`config.mk`:
```
export PLATFORM = sky130hd
export DESIGN_NAME = bus_arbiter
export DESIGN_NICKNAME = d
export VERILOG_FILES = /design/src/rtl/bus_arbiter.sv
export SDC_FILE = /design/constraint.sdc
export NUM_CORES = 1
export LEC_CHECK = 0
export ABC_AREA = 1
export CAP_MARGIN = 20
export CORE_UTILIZATION = 51
export CTS_BUF_LIST = sky130_fd_sc_hd__clkbuf_8 sky130_fd_sc_hd__clkbuf_16
export DETAILED_ROUTE_END_ITERATION = 8
export PLACE_DENSITY = 0.71
export RECOVER_POWER = 25
export SETUP_SLACK_MARGIN = 0.1
export SYNTH_ARGS = -nofsm -noshare
export SYNTH_HDL_FRONTEND = slang
export SYNTH_SLANG_ARGS = --single-unit
```
`constraint.sdc`:
```
create_clock -name clk_i -period 2.5 [get_ports clk_i]
set_input_delay 0.75 -clock clk_i [delete_from_list [all_inputs] [get_ports clk_i]]
set_output_delay 0.75 -clock clk_i [all_outputs]
set_load 0.01 [all_outputs]
```
`src/rtl/bus_arbiter.sv`:
```
// Round-robin arbiter for four bus masters with a one-cycle turnaround between
// owners and a programmable stall timeout that forcibly revokes a grant.

module bus_arbiter_mask_lane (
  input  logic clk_i,
  input  logic rst_n_i,
  input  logic req,
  input  logic set,
  output logic masked
);
  // Set has priority so a timed-out master can never slip back in on the same edge.
  always_ff @(posedge clk_i) begin
    if (!rst_n_i)  masked <= 1'b0;
    else if (set)  masked <= 1'b1;
    else if (!req) masked <= 1'b0;
  end
endmodule

module bus_arbiter #(
  parameter int TIMEOUT_CYCLES = 255,
  parameter int CNT_WIDTH      = 8
) (
  input  logic       clk_i,
  input  logic       rst_n_i,
  input  logic [3:0] req_i,
  input  logic       bus_rdy_i,
  output logic [3:0] grnt_o,
  output logic [1:0] owner_o,
  output logic       busy_o,
  output logic       timeout_o
);
  localparam int NUM_LANES = 4;
  localparam bit TO_EN = (TIMEOUT_CYCLES != 0);
  localparam logic [CNT_WIDTH-1:0] TO_LAST =
    TO_EN ? CNT_WIDTH'(TIMEOUT_CYCLES - 1) : '0;

  typedef enum logic {IDLE, OWNED} state_t;

  state_t                 state, state_nxt;
  logic [1:0]             ptr, ptr_nxt;
  logic [CNT_WIDTH-1:0]   cnt, cnt_nxt;
  logic [NUM_LANES-1:0]   mask, mask_set, eligible;
  logic [NUM_LANES-1:0]   grnt_nxt;
  logic [1:0]             owner_nxt, pick_idx;
  logic                   busy_nxt, timeout_nxt, pick_vld;

  for (genvar n = 0; n < NUM_LANES; n++) begin : g_lane
    bus_arbiter_mask_lane u_lane (
      .clk_i  (clk_i),
      .rst_n_i(rst_n_i),
      .req    (req_i[n]),
      .set    (mask_set[n]),
      .masked (mask[n])
    );
  end

  assign eligible = req_i & ~mask;

  // First eligible master at or after the priority pointer, wrapping mod 4.
  always_comb begin
    logic [1:0] idx;
    idx      = '0;
    pick_vld = 1'b0;
    pick_idx = ptr;
    for (int i = 0; i < NUM_LANES; i++) begin
      idx = ptr + 2'(i);
      if (!pick_vld && eligible[idx]) begin
        pick_vld = 1'b1;
        pick_idx = idx;
      end
    end
  end

  always_comb begin
    state_nxt   = state;
    grnt_nxt    = grnt_o;
    owner_nxt   = owner_o;
    busy_nxt    = busy_o;
    timeout_nxt = 1'b0;
    ptr_nxt     = ptr;
    cnt_nxt     = cnt;
    mask_set    = '0;
    case (state)
      IDLE: begin
        grnt_nxt = '0;
        busy_nxt = 1'b0;
        if (pick_vld) begin
          state_nxt = OWNED;
          grnt_nxt  = NUM_LANES'(1) << pick_idx;
          owner_nxt = pick_idx;
          busy_nxt  = 1'b1;
          cnt_nxt   = '0;
        end
      end
      OWNED: begin
        if (!req_i[owner_o]) begin
          state_nxt = IDLE;
          grnt_nxt  = '0;
          busy_nxt  = 1'b0;
          ptr_nxt   = owner_o + 2'd1;
          cnt_nxt   = '0;
        end else if (TO_EN && !bus_rdy_i && cnt == TO_LAST) begin
          state_nxt         = IDLE;
          grnt_nxt          = '0;
          busy_nxt          = 1'b0;
          timeout_nxt       = 1'b1;
          mask_set[owner_o] = 1'b1;
          ptr_nxt           = owner_o + 2'd1;
          cnt_nxt           = '0;
        end else if (bus_rdy_i) begin
          cnt_nxt = '0;
        end else if (cnt != '1) begin
          cnt_nxt = cnt + 1'b1;
        end
      end
      default: state_nxt = IDLE;
    endcase
  end

  always_ff @(posedge clk_i) begin
    if (!rst_n_i) begin
      state     <= IDLE;
      ptr       <= '0;
      cnt       <= '0;
      grnt_o    <= '0;
      owner_o   <= '0;
      busy_o    <= 1'b0;
      timeout_o <= 1'b0;
    end else begin
      state     <= state_nxt;
      ptr       <= ptr_nxt;
      cnt       <= cnt_nxt;
      grnt_o    <= grnt_nxt;
      owner_o   <= owner_nxt;
      busy_o    <= busy_nxt;
      timeout_o <= timeout_nxt;
    end
  end
endmodule

```
== Word-level counts from Yosys, hierarchy flattened ==
Cells that the tools add are included.

* $add $sub $neg: 5
* Multiply operators: 0
* Div/mod/pow operators: 0
* $lt $le $gt $ge: 6
* Equality and inequality tests: 10
* Shift-type cells: 1
* Mux-type cells: 50
* Bitwise operators: 3
* Reduce and logical (&&, ||, !) cells: 13

{| class="wikitable"
|+ Operator list
! kind !! count
|-
| two-way mux 8 bit || 5
|-
| two-way mux 1 bit || 24
|-
| two-way mux 4 bit || 6
|-
| one-hot mux 8 bit (2 select lines) || 1
|-
| less-than comparator 2 x 3 -> 1 bit, second input constant || 5
|-
| binary-select mux 1 bit (select 2 bit) || 5
|-
| two-way mux 2 bit || 5
|-
| != test 2 x 1 -> 1 bit, second input constant || 5
|-
| adder 8 x 1 -> 8 bit, second input constant || 1
|-
| == test 8 bit, second input constant || 1
|-
| != test 8 bit, second input constant || 1
|-
| one-hot mux 4 bit (2 select lines) || 1
|-
| AND reduction 2 bit || 3
|-
| logical AND 1 bit || 5
|-
| != test 5 x 3 -> 1 bit, second input constant || 1
|-
| adder 2 x 1 -> 2 bit, second input constant || 2
|-
| adder 2 bit, second input constant || 2
|-
| AND 4 bit || 1
|-
| zero test 1 bit || 4
|-
| NOT 4 bit || 1
|-
| one-hot mux 1 bit (2 select lines) || 2
|-
| << shifter 1 x 2 -> 4 bit, first input constant || 1
|-
| != test 3 x 2 -> 1 bit, second input constant || 1
|-
| AND reduction 3 bit || 1
|-
| other kinds (4) || 4
|}

* Register bits: 23
* Bits in latches: 0
* Bits in writable memories: 0
* Bits in read-only memories: 0
* Bits of input ports: 7
* Output and inout port bits: 8
* Word-level logic and storage cells: 99
* Memories kept: 0

== Longest topological paths before layout ==
* Depth after elaboration: 17
* Depth in mapped cells: 14

== Hierarchy ==
A second synthesis with hierarchy kept.

* Cell total of the unflattened synthesis: 247
* Area total of the unflattened synthesis: 1667.8 sq um

{| class="wikitable"
|+ By module, submodules not included
! module !! instances !! cells an instance !! area an instance (sq um) !! seq. area each (sq um)
|-
| bus_arbiter || 1 || 227 || 1507.7 || 380.4
|-
| bus_arbiter_mask_lane || 4 || 5 || 40.0 || 20.0
|}

== Least setup slack after synthesis ==
No wires, ideal clock.

* Kind: input -> register
* Start point: input port req_i[0]
* End point: register cnt[3]
* Setup time: 0.115 ns
* Data arrival time: 1.708 ns
* Slack: 0.677 ns
* Stages: 10
* Path buffers: 0
* Cell sequence: nor2_1 -> nor2_1 -> nand2_1 -> nand2_2 -> nand2_1 -> nor2_2 -> nand3_4 -> nand3_1 -> a21oi_1 -> and2_1

* Word-level cells in the longest chain between the ends: 15
* Elaborated cells on any way between the ends: 26

{| class="wikitable"
|+ RTL lines
! element !! RTL line !! RTL
|-
| start: declaration || 25 || <nowiki>input logic [3:0] req_i,</nowiki>
|-
| AND 4 bit || 57 || <nowiki>assign eligible = req_i & ~mask;</nowiki>
|-
| binary-select mux 1 bit (select 2 bit) || 67 || <nowiki>if (!pick_vld && eligible[idx]) begin</nowiki>
|-
| two-way mux 1 bit (implied by the code) || 67 ||
|-
| two-way mux 1 bit || 67 ||
|-
| zero test 1 bit || 67 ||
|-
| logical AND 1 bit || 67 ||
|-
| two-way mux 1 bit || 67 ||
|-
| zero test 1 bit || 67 ||
|-
| logical AND 1 bit || 67 ||
|-
| two-way mux 1 bit || 67 ||
|-
| zero test 1 bit || 67 ||
|-
| logical AND 1 bit || 67 ||
|-
| two-way mux 1 bit || 67 ||
|-
| != test 2 bit (no source line) || -- ||
|-
| AND reduction 2 bit (no source line) || -- ||
|-
| end signal: assignment || 132 || <nowiki>cnt <= cnt_nxt;</nowiki>
|-
| end: declaration || 41 || <nowiki>logic [CNT_WIDTH-1:0] cnt, cnt_nxt;</nowiki>
|}

Several ways; a longest one is shown, not always the timed one. The select of a mux whose other input is x is not followed.
A chain may end at the register's enable or synchronous reset.

== Worst setup path in the final report ==
* Start point: input port req_i[0]
* End point: register grnt_o[2]

* Word-level cells in the longest chain between the ends: 16
* Elaborated cells on any way between the ends: 29

{| class="wikitable"
|+ RTL lines
! element !! RTL line !! RTL
|-
| AND 4 bit || 57 ||
|-
| binary-select mux 1 bit (select 2 bit) || 67 ||
|-
| two-way mux 1 bit (implied by the code) || 67 ||
|-
| two-way mux 1 bit || 67 ||
|-
| zero test 1 bit || 67 ||
|-
| logical AND 1 bit || 67 ||
|-
| two-way mux 1 bit || 67 ||
|-
| zero test 1 bit || 67 ||
|-
| logical AND 1 bit || 67 ||
|-
| two-way mux 1 bit || 67 ||
|-
| zero test 1 bit || 67 ||
|-
| logical AND 1 bit || 67 ||
|-
| two-way mux 2 bit || 67 ||
|-
| << shifter 1 x 2 -> 4 bit || 89 || <nowiki>grnt_nxt = NUM_LANES'(1) << pick_idx;</nowiki>
|-
| two-way mux 4 bit || 87 || <nowiki>if (pick_vld) begin</nowiki>
|-
| one-hot mux 4 bit (2 select lines) || 83 || <nowiki>case (state)</nowiki>
|-
| end signal: assignment || 133 || <nowiki>grnt_o <= grnt_nxt;</nowiki>
|-
| end: declaration || 27 || <nowiki>output logic [3:0] grnt_o,</nowiki>
|}

Several ways; a longest one is shown, not always the timed one. The select of a mux whose other input is x is not followed.

==> flow_metrics.py <==
metrics = {
    "run_status": {
        "status": "complete, no violations",
    },
    "timing": {
        "finalClockSkew_ns": 0.00460,
        "rsz0062_at_grt": "no",
        "fin_crit_ns": 2.23,
        "finalSetupViolCount": 0,
        "max_freq_mhz": 448,
        "worst_pin_slew_ns": 0.537,
        "final_hold_viol_count": 0,
        "drv_slew": 0,
        "fin_hold_ws_ns": 0.462,
        "setup_ws_ns": 0.268,
        "fin_crit_sh": 0.893,
        "maxSlewHeadroom": 0.642,
    },
    "layout": {
        "final_cells": 293,
        "finalNetCount": 263,
        "areaGrowthSynthToFinish_pct": 16.6,
        "final_cell_mix": "57 x nand2_1, 27 x nand3_1, 23 x dfxtp_1, 19 x inv_1",
        "final_common_cell": "nand2_1",
        "fillCellCount": 300,
        "drive_gt1_frac": 0.205,
        "antenna_cells": 0,
    },
    "floorplan": {
        "die_area_um2": 3460,
        "initial_core_util": 0.539,
        "pin_count": 15,
        "std_cell_rows": 20,
        "dieHeight_um": 58.8,
        "chipWidth_um": 58.8,
        "coreArea_um2": 3050,
    },
    "power_and_ir_drop": {
        "p_per_area_nw_per_um2": 971,
        "finalPower_uw": 1860,
        "worst_ir_drop_vdd_mv": 0.612,
        "p_leak_uw": 0.000837,
    },
    "critical_path": {
        "crit_path_end_kind": "flop",
        "r2r_slack_ns": 0.57,
        "start_kind": "input pin",
        "path_common_cell": "nand2_1",
        "slowest_stage": "clkdlybuf4s50_1",
        "cpPeakStageDelay_ns": 0.56,
        "cp_cell_sequence": "clkdlybuf4s50_1, nand3_1, nand2_1, nand2_1, nand2_2, nand2_2, nand2_1, nand2_1, nand2_1, nand2_1, nor2_2, nand2_1, a21oi_2",
        "path_delay_family": "simple AND/OR/NAND/NOR gates",
        "crit_buf_inv": 1,
        "path_class": "input pin to flop",
        "cp.required_ns": 2.71,
        "cp_data_arrival_time_ns": 2.44,
        "critPathMaxFanout": 5,
    },
    "route": {
        "route.detailed.drc": 0,
        "routed_wl_um": 3430,
        "detailedRoute.firstIterationViolations": 129,
        "ant_nets": 0,
        "vias": 1509,
        "vias_per_cell": 5.15,
        "first_pass_iters": 4,
        "wl_per_cell_um": 11.7,
    },
    "clocking": {
        "cts_buffers": 3,
        "clk_path_buf_depth": 2,
        "clkTransAtPathRegs_ns": 0.08,
        "cts_tree": "built",
        "cts_sinks": 23,
        "clock-root-buffer": "clkbuf_8",
        "worstSkewPairLatency_ns": 0.27,
        "cts_max_level": 1,
    },
    "global_route": {
        "grtUsageTotal": 0.226,
        "grt_max_degree": 15,
        "grt_pass1_vias": 1327,
        "grt.overflow.total": 0,
        "antenna_found_initial": 0,
        "grt_pass1_wl_um": 5930,
    },
    "synthesis": {
        "synth_area_leaders": "dfxtp_1 28%, nand2_1 13%, nand3_1 8.5%",
        "yosysUniqueCellTypes": 32,
        "syn_area_um2": 1650,
        "ys_seq_area_frac": 0.280,
        "syn_nets": 241,
        "synth_top_area_frac": 0.280,
        "synth_top_area_cell": "dfxtp_1",
        "ys_warn_count": 0,
        "synth_cells": 228,
        "avgSynthCellArea_um2": 7.22,
        "ys_ff_latch": 23,
    },
    "placed_design": {
        "gp_congestion": 0.864,
        "dp_cells": 289,
        "pre_cts_ws_ns": -0.00428,
        "numPortBuffers": 14,
        "dp_hpwl_um": 2690,
    },
    "flow_run": {
        "maxCapViolCount": 0,
    },
    "hold_path": {
        "hp-class": "flop to flop",
    },
}
## layer usage
metal / track usage / wire length, µm
met5: 0 / 0
met4: 0.0714 / 39
met3: 0.0396 / 70
met2: 0.351 / 1540
met1: 0.317 / 1780
## per-stage QoR
stage | setup TNS (ns) | instance area, µm² | util
after floorplan | 0 | 1650 | -
after global placement | 0 | 1860 | 0.610
after detailed placement | -0.00428 | 1860 | 0.610
after CTS | 0 | 1910 | 0.626
after global routing | 0 | 1920 | 0.628
final | 0 | 1920 | 0.628
## logic make-up (layout without fill, tap and decap cells)
family,Yosys count,in the layout,synth area share
compound gates,25,25,0.0943
xor+xnor,3,3,0.0160
fa+ha+maj,6,6,0.0456
buf+inv,26,47,0.0753
flops,23,23,0.280
simple gates,145,145,0.489
## flip-flops by register name, indices dropped and copies added, names as in the netlist
name / flops
grnt_o: 4
busy_o: 1
timeout_o: 1
ptr: 2
state: 1
owner_o: 2
cnt: 8
g_lane.u_lane.masked: 4
## worst reg2reg max path, delay by kind of cell (launching register included)
kind	cells	cell delay (ns)
AOI/OAI and AO/OA	1	0.11
DFF	1	0.66
buffers and inverters	1	0.07
and+or+nand+nor	8	1.01
## where the power goes
group / switching [µW] / internal [µW]
Sequential: 103 / 433
Clock: 122 / 113
Combinational: 694 / 398
## cells in the mapped netlist (all sizes together)
cell type,instances
o21ai,4
nand4,6
a32o,4
clkbuf,1
xnor2,1
ha,6
or2,2
a21o,1
nand2,73
nor4,1
xor2,2
a31o,1
nor3,6
buf,3
and2,1
inv,22
nand3,37
nor2,19
dfxtp,23
a21oi,15
## worst paths after layout
kind / endpoint / start / cells past startpoint
max: grnt_o[2]$_SDFFE_PN0P_ / req_i[0] / 13
min: grnt_o[0]$_SDFFE_PN0P_ / grnt_o[0]$_SDFFE_PN0P_ / 2
max reg2reg: grnt_o[2]$_SDFFE_PN0P_ / ptr[0]$_SDFFE_PN0P_ / 10
min reg2reg: grnt_o[0]$_SDFFE_PN0P_ / grnt_o[0]$_SDFFE_PN0P_ / 2
## cell type report
| class | instances | area (µm²) | area share |
|---|---|---|---|
| multi-input cells | 179 | 1070 | 0.556 |
| inverters | 22 | 92.6 | 0.0483 |
| clock buffers | 3 | 41.3 | 0.0215 |
| well taps | 44 | 55.1 | 0.0287 |
| clock inverters | 1 | 7.51 | 0.00391 |
| flip-flops and latches | 23 | 460 | 0.240 |
| repair buffers | 21 | 195 | 0.102 |
## what timing repair did
action                                 4_1_cts  5_1_grt
buffers inserted                             0        0
endpoints found under the hold margin        0        0
hold buffers                                 0        0
setup endpoints to repair                    0        2
gates resized for setup                      0        2
Note: power is estimated with default switching activity, not from simulation.
==> RTL change 1: new RTL, same settings <==
Set the parameter `TIMEOUT_CYCLES` to 128 (it was 255).
--- a/src/rtl/bus_arbiter.sv
+++ b/src/rtl/bus_arbiter.sv
@@ -17,7 +17,7 @@
 endmodule
 
 module bus_arbiter #(
-  parameter int TIMEOUT_CYCLES = 255,
+  parameter int TIMEOUT_CYCLES = 128,
   parameter int CNT_WIDTH      = 8
 ) (
   input  logic       clk_i,
Formal check against the unedited RTL: no difference found for any inputs over 10 cycles, from zero or initial values and one cycle with rst_n_i low; that may be too few to reach the edited logic, so the function may still have changed.
==> RTL change 1 against the unedited design <==
Sequential cell count did not move; hold slack improved by 3.9 ps; routed wire length rose by 2.7%; final area rose by 2.1%; area after synthesis rose by 1.2%; total power fell by 1.5%; worst setup slack got worse by 70 ps; critical path type unchanged; highest routed layer unchanged.
==> RTL change 1: results (changes against the unedited design) <==
* Vias per cell at 5.27 (+2.2%)
* Gr usage total at 22.6% (about the same)
* WP data arrival at 2490 ps (+50 ps)
* Share of cells above drive strength 1 at 24.0% (+3.5 points)
* First-pass GRT wire length at 6.07 mm (+2.4%)
* Met2 global-route usage at 36.4% (+1.3 points)
* Top sig layer: met4
* Slew Limit Headroom at 65.7% (+1.6 points)
* Met1 Track Usage GR at 32.6% (+0.95 points)
* Largest regs: cnt (8), g_lane.u_lane.masked (4), grnt_o (4)
* GPL Wtd Cong at 0.840 (-2.7%)
* Final wirelength at 3.52 mm (+2.7%)
* Initial drt markers at 88 (-32%)
* DRT met1 WL at 1.79 mm (+0.96%)
* Via count of the first global-routing pass at 1374 (+3.5%)
* Maximum vdd drop at 0.456 mV (-25%)
* Nets at 259 (-1.5%)
* P_int at 947 uW (+0.30%)
* Largest net degree at the start of global routing at 14 (-1)
* Post-synthesis sequential area ratio at 27.6% (-0.34 points)
* FFs w/ async S/R, synth at 0% (unchanged)
* Sw Ratio at 48.4% (-0.92 points)
* Library cells used by synthesis at 35 (+9.4%)
* Met2 WL post-DR at 1.58 mm (+2.1%)
* Final Skew at 6.68 ps (+2.08 ps)
* Syn nets at 233 (-3.3%)
* Antenna violations before repair at 0 (unchanged)
* Grt met3 use at 2.62% (-1.3 points)
* CP max FO at 4 (-1)
* CTS Buffer Depth at 2 (unchanged)
* YS warnings at 0 (unchanged)
* P_leak at 0.000863 uW (+3.1%)
* Reg clk slew, reported paths at 80 ps (about the same)
* Comb power frac at 58.8% (+0.2 points)
* Status: finished, final reports clean
* Top post-synthesis cells by count: nand2_1 (51), dfxtp_1 (23), nand3_1 (23)
* Synth top area cells: dfxtp_1 (28%), nand2_1 (11%), nand3_1 (6.9%), nand2_4 (6.1%), a21oi_1 (4.8%)
* # fillers at 287 (-4.3%)
* Dpl hpwl at 2.77 mm (+3.0%)
* First drt pass iteration count at 4 (unchanged)
* Clk Latency, worst-skew pair at 260 ps
* Clk root buf: clkbuf_8
* Worst Hold Depth at 2 (unchanged)
* CTS H-tree lvls at 1 (unchanged)
* FF-to-FF path depth at 10 (unchanged)
* Sequential share of power at 29.0% (+0.2 points)
* WL met3 at 131 um (+87%)
## RTL change 1: changes by cell type in the layout (fill, tap and decap cells not counted), moves of 3 or more
cell | before | now
nand2_1 | 57 | 51
nand3_1 | 27 | 23
nor2_1 | 14 | 10
buf_4 | 7 | 10
## RTL change 1: area by class of cell
cell class,instances,area [sq um],area share [%]
inverter,25,104,5.30
multi-input combinational,170,1070,54.9
timing repair buffer,24,218,11.1
clock inverter,1,5.00,0.256
clock buffer,3,41.3,2.11
tap,44,55.1,2.81
sequential,23,460,23.5
## RTL change 1: path summary, 6_finish.rpt
check,from,to,slack [ps]
setup / recovery,req_i[1],cnt[4],200
setup reg to reg,ptr[0],cnt[1],570
hold reg to reg,grnt_o[0],grnt_o[0],470
hold / removal,grnt_o[0],grnt_o[0],470
## RTL change 1: cells by family after synthesis
family          count (synthesis)  synth area share [%]
compound gates                 31                  12.2
flops                          23                  27.6
fa+ha+maj                       5                  3.76
simple gates                  133                  48.0
buf+inv                        28                  7.81
xor+xnor                        1                 0.526
## RTL change 1: stage by stage
step	hold slack, ps	cell area, sq um	std cells	worst slack (ps)	utilization (%)
floorplan	457	1670	221	672	-
global placement	456	1910	286	10.7	62.0
detailed placement	459	1910	286	-5.19	62.0
CTS	472	1960	290	261	63.5
global route	500	1960	290	65.6	63.6
finish	466	1960	290	198	63.6
## RTL change 1: worst max-delay path, cell delays in order
cell and delay [ps]:
dlygate4sd3_1 650, nor2_1 70, nor2_1 130, nor2_2 60, nor2_4 120, nand2_4 60
buf_4 140, nor3_1 140, buf_4 160, nand3_1 60, a21oi_1 150
## RTL change 1: what timing repair did
| item | 4_1_cts | 5_1_grt |
|---|---|---|
| endpoints found under the hold margin | 0 | 0 |
| resized for setup | 0 | 1 |
| setup endpoints to repair | 0 | 1 |
| setup buffers | 0 | 0 |
==> RTL change 2: new RTL, config.mk and constraints unchanged <==
Without the edit above. Put one more register stage on the output `timeout_o`, cleared by the reset. The value now appears one clock later. The other outputs are not delayed to match.
--- a/src/rtl/bus_arbiter.sv
+++ b/src/rtl/bus_arbiter.sv
@@ -35,6 +35,8 @@
     TO_EN ? CNT_WIDTH'(TIMEOUT_CYCLES - 1) : '0;
 
   typedef enum logic {IDLE, OWNED} state_t;
+
+  logic timeout_s0;
 
   state_t                 state, state_nxt;
   logic [1:0]             ptr, ptr_nxt;
@@ -125,7 +127,7 @@
       grnt_o    <= '0;
       owner_o   <= '0;
       busy_o    <= 1'b0;
-      timeout_o <= 1'b0;
+      timeout_s0 <= 1'b0;
     end else begin
       state     <= state_nxt;
       ptr       <= ptr_nxt;
@@ -133,8 +135,16 @@
       grnt_o    <= grnt_nxt;
       owner_o   <= owner_nxt;
       busy_o    <= busy_nxt;
-      timeout_o <= timeout_nxt;
+      timeout_s0 <= timeout_nxt;
     end
   end
+  always_ff @(posedge clk_i) begin
+    if (!rst_n_i) begin
+      timeout_o <= '0;
+    end else begin
+      timeout_o <= timeout_s0;
+    end
+  end
+
 endmodule
 
Behaviour: no difference found for any inputs over 10 cycles, from zero or initial values and one cycle with rst_n_i low; that may be too few to reach the edited logic, so the function may still have changed.
==> RTL change 2 against the unedited design <==
Register-to-register slack barely moved; cell count is 2.0% higher; routed wire length up 3.2%; area after synthesis down 2.2%; critical path depth fell by 2; count of clock-buffer cells in the layout unchanged; final area rose by 4.5%; sequential cell count rose by 1; clock skew up 3.8 ps; total power rose by 2.2%; worst setup slack worse by 30 ps; largest cell class unchanged.
==> RTL change 2: results (changes against the unedited design) <==
* Slew @ Worst Pin at 388 ps (-148 ps)
* # fillers at 273 (-9.0%)
* Largest net degree at the start of global routing at 15 (unchanged)
* Library cells used by synthesis at 33 (+3.1%)
* Clk root buf: clkbuf_8
* Placed cell count at 291 (+0.69%)
* CP max FO at 6 (+1)
* TritonCTS buffer count at 3 (unchanged)
* Min-delay src: timeout_s0
* Endpoint, Worst Hold: timeout_o
* Critical path capture point: cnt[1]
* Dpl hpwl at 2.73 mm (+1.6%)
* GPL Wtd Cong at 0.893 (+3.4%)
* Antenna violations before repair at 0 (unchanged)
* P_int at 1090 uW (+15%)
* Worst Hold Depth at 2 (unchanged)
* Nets at 269 (+2.3%)
* FF-to-FF path depth at 12 (+2)
* Via count at 1525 (+1.1%)
* Hold Path Class: flip-flop to flip-flop
* CTS H-tree lvls at 1 (unchanged)
* Largest regs: cnt (8), g_lane.u_lane.masked (4), grnt_o (4)
* Post-synthesis sequential area ratio at 29.9% (+1.9 points)
* Post_cts resized at 0 (unchanged)
* Maximum vdd drop at 0.424 mV (-31%)
* IO Port Bufs at 14 (unchanged)
* CTS Buffer Depth at 2 (unchanged)
* First drt pass iteration count at 4 (unchanged)
* P_leak at 0.000900 uW (+7.5%)
* Status: finished, final reports clean
* Vias per cell at 5.10 (-0.97%)
* FFs w/ async S/R, synth at 0% (unchanged)
* Drt wl/cell at 11.8 um (+1.2%)
* Top post-synthesis cells by count: nand2_1 (48), nand3_1 (28), dfxtp_1 (24)
* YS warnings at 0 (unchanged)
* Via count of the first global-routing pass at 1435 (+8.1%)
* Final hold slack at 429 ps (-33.3 ps)
* Reg clk slew, reported paths at 80 ps (about the same)
* Worst reg2reg setup slack at 570 ps (about the same)
* Final Skew at 8.42 ps (+3.81 ps)
* Post-Synthesis Cells at 220 (-3.5%)
* N_diodes at 0 (unchanged)
* Crit path launch: req_i[0]
* FF-to-FF Start: ptr[0]
* Gr usage total at 23.0% (+0.44 points)
* WP data arrival at 2430 ps
* Initial drt markers at 107 (-17%)
* Post-CTS setup buffers at 0 (unchanged)
* Clk Latency, worst-skew pair at 270 ps (about the same)
* First-pass GRT wire length at 6.11 mm (+3.0%)
* Synth top area cells: dfxtp_1 (30%), nand2_1 (11%), nand3_1 (8.7%), nand2_2 (5.1%), ha_1 (4.7%)
* Syn nets at 233 (-3.3%)
* Share of cells above drive strength 1 at 25.9% (+5.4 points)
RTL change 2: worst max-delay path, stage by stage:
cell,delay [ps]
clkdlybuf4s50_1,480
nand3_1,150
nand3_1,90
nand2_2,130
nand2_2,100
nor3_4,260
nand2_2,160
nand2_4,130
inv_2,40
nor2_1,80
nor2_1,50
RTL change 2: cell type report:
cell class	count	area, sq um	area share, %
multi-input cells	170	1020	51.1
clock inverters	1	30.0	1.50
flip-flops and latches	24	480	24.0
clock buffers	3	41.3	2.06
well taps	44	55.1	2.75
repair buffers	34	288	14.4
inverters	23	86.3	4.31
RTL change 2: power by group through the flow:
stage	logic (uW)	clock network (uW)	registers, uW
2_1_floorplan	650	0	536
3_3_place_gp	985	0	549
3_5_place_dp	989	0	551
4_1_cts	996	353	542
5_1_grt	1130	367	551
6_report	1020	346	539
RTL change 2: kinds of logic after synthesis:
| group | Yosys count | synth area share [%] |
|---|---|---|
| AND/OR/NAND/NOR | 132 | 43.9 |
| adder cells (fa/ha/maj) | 6 | 4.67 |
| buffers and inverters | 27 | 7.23 |
| XOR/XNOR | 3 | 1.63 |
| AO/OA/AOI/OAI | 28 | 12.8 |
| flip-flops | 24 | 29.9 |
RTL change 2: layer usage:
layer / wire length (um) / global-route usage [%] / vias to the layer above / share of wire, %
li1: - / - / 809 / -
met1: 1700 / 30.0 / 693 / 48
met2: 1740 / 39.7 / 19 / 49
met3: 68 / 3.35 / 4 / 1.9
met4: 31 / 6.12 / 0 / 0.88
met5: 0 / 0 / - / 0
RTL change 2: stage by stage:
step	worst slack, ps	area, sq um	TNS (ps)
2_1_floorplan	691	1610	0
3_3_place_gp	-41.2	1900	-99.7
3_5_place_dp	-61.6	1900	-225
4_1_cts	224	1970	0
5_1_grt	112	2000	0
6_report	238	2000	0
